$ cat config.mk
export PLATFORM = sky130hd
export DESIGN_NAME = mp_add_ctrl
export DESIGN_NICKNAME = d
export VERILOG_FILES = /design/src/rtl/mp_add_ctrl.sv
export SDC_FILE = /design/constraint.sdc
export NUM_CORES = 1
export LEC_CHECK = 0
export BUFFER_PORTS_ARGS = -buffer_cell sky130_fd_sc_hd__buf_2
export CAP_MARGIN = 20
export CORE_AREA = 2 2 105 107
export CTS_CLUSTER_DIAMETER = 60
export DETAILED_ROUTE_END_ITERATION = 12
export DIE_AREA = 0 0 107 109
export PLACE_DENSITY = 0.86
export SLEW_MARGIN = 40
export SYNTH_ARGS = -nofsm -noshare
export SYNTH_HDL_FRONTEND = slang
export SYNTH_SLANG_ARGS = --single-unit
export TNS_END_PERCENT = 50
$ cat constraint.sdc
create_clock -name clk -period 3.1 [get_ports clk]
set_input_delay 0 -clock clk [delete_from_list [all_inputs] [get_ports clk]]
set_output_delay 0 -clock clk [all_outputs]
set_load 0.02 [all_outputs]
$ cat src/rtl/mp_add_ctrl.sv
`default_nettype none
// ============================================================================
// Module   : mp_add_ctrl
// Purpose  : Multi-precision add/subtract sequencer that walks two NBYTES-wide
//            operands LSB-first through a shared 8-bit adder, one byte a clock.
// Revision : 1.0 - initial release
// ============================================================================

module mp_add_byte_adder (
    input  logic [7:0] a_i,
    input  logic [7:0] b_i,
    output logic [7:0] r_o,
    output logic       cout_o
);
    assign {cout_o, r_o} = {1'b0, a_i} + {1'b0, b_i};
endmodule

module mp_add_ctrl #(
    parameter int NBYTES = 4
) (
    input  logic                  clk,
    input  logic                  rst,
    input  logic                  start,
    input  logic                  sub,
    input  logic [8*NBYTES-1:0]   a,
    input  logic [8*NBYTES-1:0]   b,
    output logic                  busy,
    output logic                  done,
    output logic [8*NBYTES-1:0]   sum,
    output logic                  cout
);
    localparam int W  = 8 * NBYTES;
    localparam int IW = (NBYTES > 1) ? $clog2(NBYTES) : 1;
    localparam logic [IW-1:0] LAST_IDX = IW'(NBYTES - 1);

    typedef enum logic [1:0] {
        S_IDLE = 2'd0,
        S_EXEC = 2'd1,
        S_DONE = 2'd2
    } state_t;

    state_t          state_q;
    logic [W-1:0]    a_q;
    logic [W-1:0]    b_q;
    logic [W-1:0]    sum_q;
    logic [IW-1:0]   idx_q;
    logic            carry_q;
    logic            busy_q;
    logic            done_q;
    logic            cout_q;

    logic [7:0]      w_a_byte;
    logic [7:0]      w_b_byte;
    logic [7:0]      w_r1;
    logic [7:0]      w_r2;
    logic            w_c1;
    logic            w_c2;
    logic            w_carry_d;

    assign w_a_byte = a_q[{idx_q, 3'b000} +: 8];
    assign w_b_byte = b_q[{idx_q, 3'b000} +: 8];

    mp_add_byte_adder u_add_ab (
        .a_i    (w_a_byte),
        .b_i    (w_b_byte),
        .r_o    (w_r1),
        .cout_o (w_c1)
    );

    // Incoming carry folded in by a second pass; c1 and c2 cannot both be set.
    mp_add_byte_adder u_add_cin (
        .a_i    (w_r1),
        .b_i    ({7'b0, carry_q}),
        .r_o    (w_r2),
        .cout_o (w_c2)
    );

    assign w_carry_d = w_c1 | w_c2;

    always_ff @(posedge clk or posedge rst) begin
        if (rst) begin
            state_q <= S_IDLE;
            a_q     <= '0;
            b_q     <= '0;
            sum_q   <= '0;
            idx_q   <= '0;
            carry_q <= 1'b0;
            busy_q  <= 1'b0;
            done_q  <= 1'b0;
            cout_q  <= 1'b0;
        end else begin
            case (state_q)
                S_IDLE: begin
                    done_q <= 1'b0;
                    if (start) begin
                        // Subtract is a + ~b + 1, the +1 arriving as the initial carry.
                        a_q     <= a;
                        b_q     <= sub ? ~b : b;
                        carry_q <= sub;
                        idx_q   <= '0;
                        sum_q   <= '0;
                        busy_q  <= 1'b1;
                        state_q <= S_EXEC;
                    end
                end
                S_EXEC: begin
                    sum_q[{idx_q, 3'b000} +: 8] <= w_r2;
                    carry_q <= w_carry_d;
                    if (idx_q == LAST_IDX) begin
                        cout_q  <= w_carry_d;
                        idx_q   <= '0;
                        busy_q  <= 1'b0;
                        done_q  <= 1'b1;
                        state_q <= S_DONE;
                    end else begin
                        idx_q <= idx_q + 1'b1;
                    end
                end
                S_DONE: begin
                    done_q  <= 1'b0;
                    state_q <= S_IDLE;
                end
                default: begin
                    busy_q  <= 1'b0;
                    done_q  <= 1'b0;
                    idx_q   <= '0;
                    state_q <= S_IDLE;
                end
            endcase
        end
    end

    assign busy = busy_q;
    assign done = done_q;
    assign sum  = sum_q;
    assign cout = cout_q;

endmodule

`default_nettype wire

==> qor.yml <==
grt_start_max_net_pins: 97
routed_wl_mm: 13.0
synth_cell_types: 53
async_flop_share_pct: 100
hpwl_mm: 8.80
fin_worst_skew_ns: 0.0119
io_buffers: 102
final_nets: 702
finalHoldViolCount: 0
dp.cells: 678
timing.final.crit_share_pct: 97.2
num_rows: 38
hold_path_class: "in2reg"
critPathRequiredTime_ns: 3.41
synth_edf_count: 0
core_um2: 10600
synth_cells: 437
p_sw_share_pct: 45.5
maxCapViolations: 0
first_iter_violations: 204
ys_ff_latch: 104
mostFrequentLayoutCell: "dfrtp_1"
viasPerCell: 5.38
critPathCaptureType: "flop"
critPathMaxFanout: 5
dp_slack_ns: -0.141
vias: 4111
clock_latency_ns: 0.38
ys.flop_type: "dfrtp_1"
die_area_um2: 11700
die_y_um: 109
yosys.area_share.simple_pct: 11.2
fmax_mhz: 332
routabilityCongestion: 0.869
die_w_um: 107
worstMarginPinSlew_ns: 0.673
n_antenna_cell: 0
switchingPower_mw: 4.22
fin_ws_ns: 0.0855
ant_nets: 0
critical_path_class: "reg2reg"
clock_sinks: 104
crit_path_start_kind: "flop"
combPwrFrac_pct: 65.3
cellPowerDensity_nw_per_um2: 1340
syn2layout_area_growth_pct: 33.8
period_needed_ns: 3.01
post_dp_cell_area_um2: 5940
grt_antenna_before_repair: 0
syn_area_um2: 5160
vdd_drop_max_v: 0.000858
grt_usage_pct: 23.3
internal_power_mw: 5.06
outcome: "complete, no violations"
clk_pin_slew_ns: 0.11
grt_pass1_vias: 4167
wl_per_cell_um: 17.0
synth-adder-area-share_pct: 3.78
whs_ns: 0.196
power_frac_seq_pct: 25.5
synth_top_family_by_area: "multiplexers"
drcViolationCount: 0
setup_violations: 0
synth_mux_area_share_pct: 14.1
relSlewSlack_pct: 54.8
yosys.area.top_type: "dfrtp_1"
clockBufferDepth: 2
grt_overflow: 0
synth.top_cell.area_share_pct: 50.4
finalInstanceArea_um2: 6910
postSynthAreaPerCell_um2: 11.8
synthTopCellsByArea: "dfrtp_1 (50%), mux2_2 (7.0%), mux4_2 (7.0%), xnor2_1 (5.8%), a21oi_1 (3.7%)"
dr.pass1.iters: 4
p_leak_nw: 3.11
drive_gt1_share_pct: 34.3
synth_compound_area_share_pct: 11.3
power_mw: 9.28
htree_levels: 3
numCtsBuffers: 9
cp.arrival_ns: 3.33
synth_xor_area_share_pct: 7.29
grt_pass1_wl_mm: 20.8
final_cells: 764
start_util_pct: 48.7
p_clk_share_pct: 9.2
slew_viol_final: 0
syn_nets: 520
yosysSeqAreaShare_pct: 50.4
cts_root_buf: "clkbuf_8"
ios: 103
final_cell_mix: "dfrtp_1 (103), buf_2 (101), dlygate4sd3_1 (66)"
yosysWarnings: 0
cts_tree: "built"
synthesized netlist by cell type, drive strengths merged, types with 2 or more instances:
| master | n |
|---|---|
| mux2 | 32 |
| nand2b | 2 |
| a21o | 4 |
| a22o | 16 |
| buf | 7 |
| nand4 | 3 |
| nor2 | 40 |
| a21oi | 38 |
| a31oi | 3 |
| nand3 | 7 |
| xor2 | 5 |
| nand3b | 3 |
| a211o | 4 |
| o211ai | 2 |
| mux4 | 16 |
| clkbuf | 13 |
| nor3 | 5 |
| inv | 5 |
| and3 | 5 |
| xnor2 | 35 |
| o21ai | 15 |
| ha | 14 |
| nand2 | 39 |
| dfrtp | 104 |
| o22ai | 2 |
worst max-delay path, cell delays in order, from the launching register on:
cell and delay (ns):
dfrtp_2 0.45, mux4_2 0.56, ha_4 0.20, fa_2 0.57, ha_1 0.19, nand2_1 0.10
nor3_4 0.22, and4bb_4 0.30, xor2_4 0.21, a22o_1 0.16
flip-flops by register name (all words and copies together) (netlist names):
name     flops
idx_q        2
a_q         32
busy         1
done         1
state_q      2
carry_q      1
sum         32
cout         1
b_q         32
power by group through the flow:
| stage | clock network, mW | registers [mW] | logic [mW] |
|---|---|---|---|
| 5_1_grt | 0.918 | 2.43 | 6.57 |
| 6_report | 0.851 | 2.37 | 6.06 |
| 4_1_cts | 0.864 | 2.35 | 5.63 |
| 3_5_place_dp | 0 | 2.39 | 5.51 |
| 2_1_floorplan | 0 | 2.40 | 3.88 |
| 3_3_place_gp | 0 | 2.35 | 5.32 |
repair_timing:
| item | 4_1_cts | 5_1_grt |
|---|---|---|
| resized for setup | 2 | 11 |
| setup buffers | 1 | 3 |
| setup endpoints to repair | 15 | 18 |
| pin swaps | 1 | 9 |
| hold buffers | 66 | 0 |
| hold endpoints to repair | 126 | 0 |
area by class of cell:
| type | count | area [um2] |
|---|---|---|
| fill | 771 | 3690 |
| sequential | 104 | 2600 |
| multi-input combinational | 308 | 2540 |
| timing repair buffer | 191 | 1370 |
| tap | 140 | 175 |
| clock buffer | 10 | 138 |
| clock inverter | 6 | 57.6 |
| inverter | 5 | 23.8 |
path summary, 6_finish.rpt:
path | from | end | slack, ns | depth (start not counted)
max in group asynchronous | rst | sum[28] | 2.16 | 4
hold / removal | sub | b_q[18] | 0.20 | 3
setup / recovery | idx_q[0] | sum[6] | 0.09 | 9
setup reg to reg | idx_q[0] | sum[6] | 0.09 | 9
min in group asynchronous | rst | sum[16] | 0.21 | 3
hold reg to reg | sum[21] | sum[21] | 0.50 | 2
per-layer routing:
metal  up-vias  wire [um]  GRT usage [%]
li1       1936          -              -
met1      2012       5260           27.8
met5         -          0              0
met4         0        220           6.77
met2       142       6880           42.2
met3        21        660           5.44
per-stage QoR:
| step | setup TNS, ns | util (%) |
|---|---|---|
| detailed placement | -0.994 | 56.1 |
| global placement | 0 | 56.1 |
| finish | 0 | 65.2 |
| CTS | 0 | 64.2 |
| floorplan | 0 | - |
| global route | -0.00247 | 65.2 |
cell families after synthesis:
logic type,after synthesis
and+or+nand+nor,115
adders and majority gates,15
DFF,104
AOI/OAI and AO/OA,89
buffers and inverters,25
muxes,49
xor gates and xnor gates,40
No activity file was read; power rests on OpenSTA's default activity.
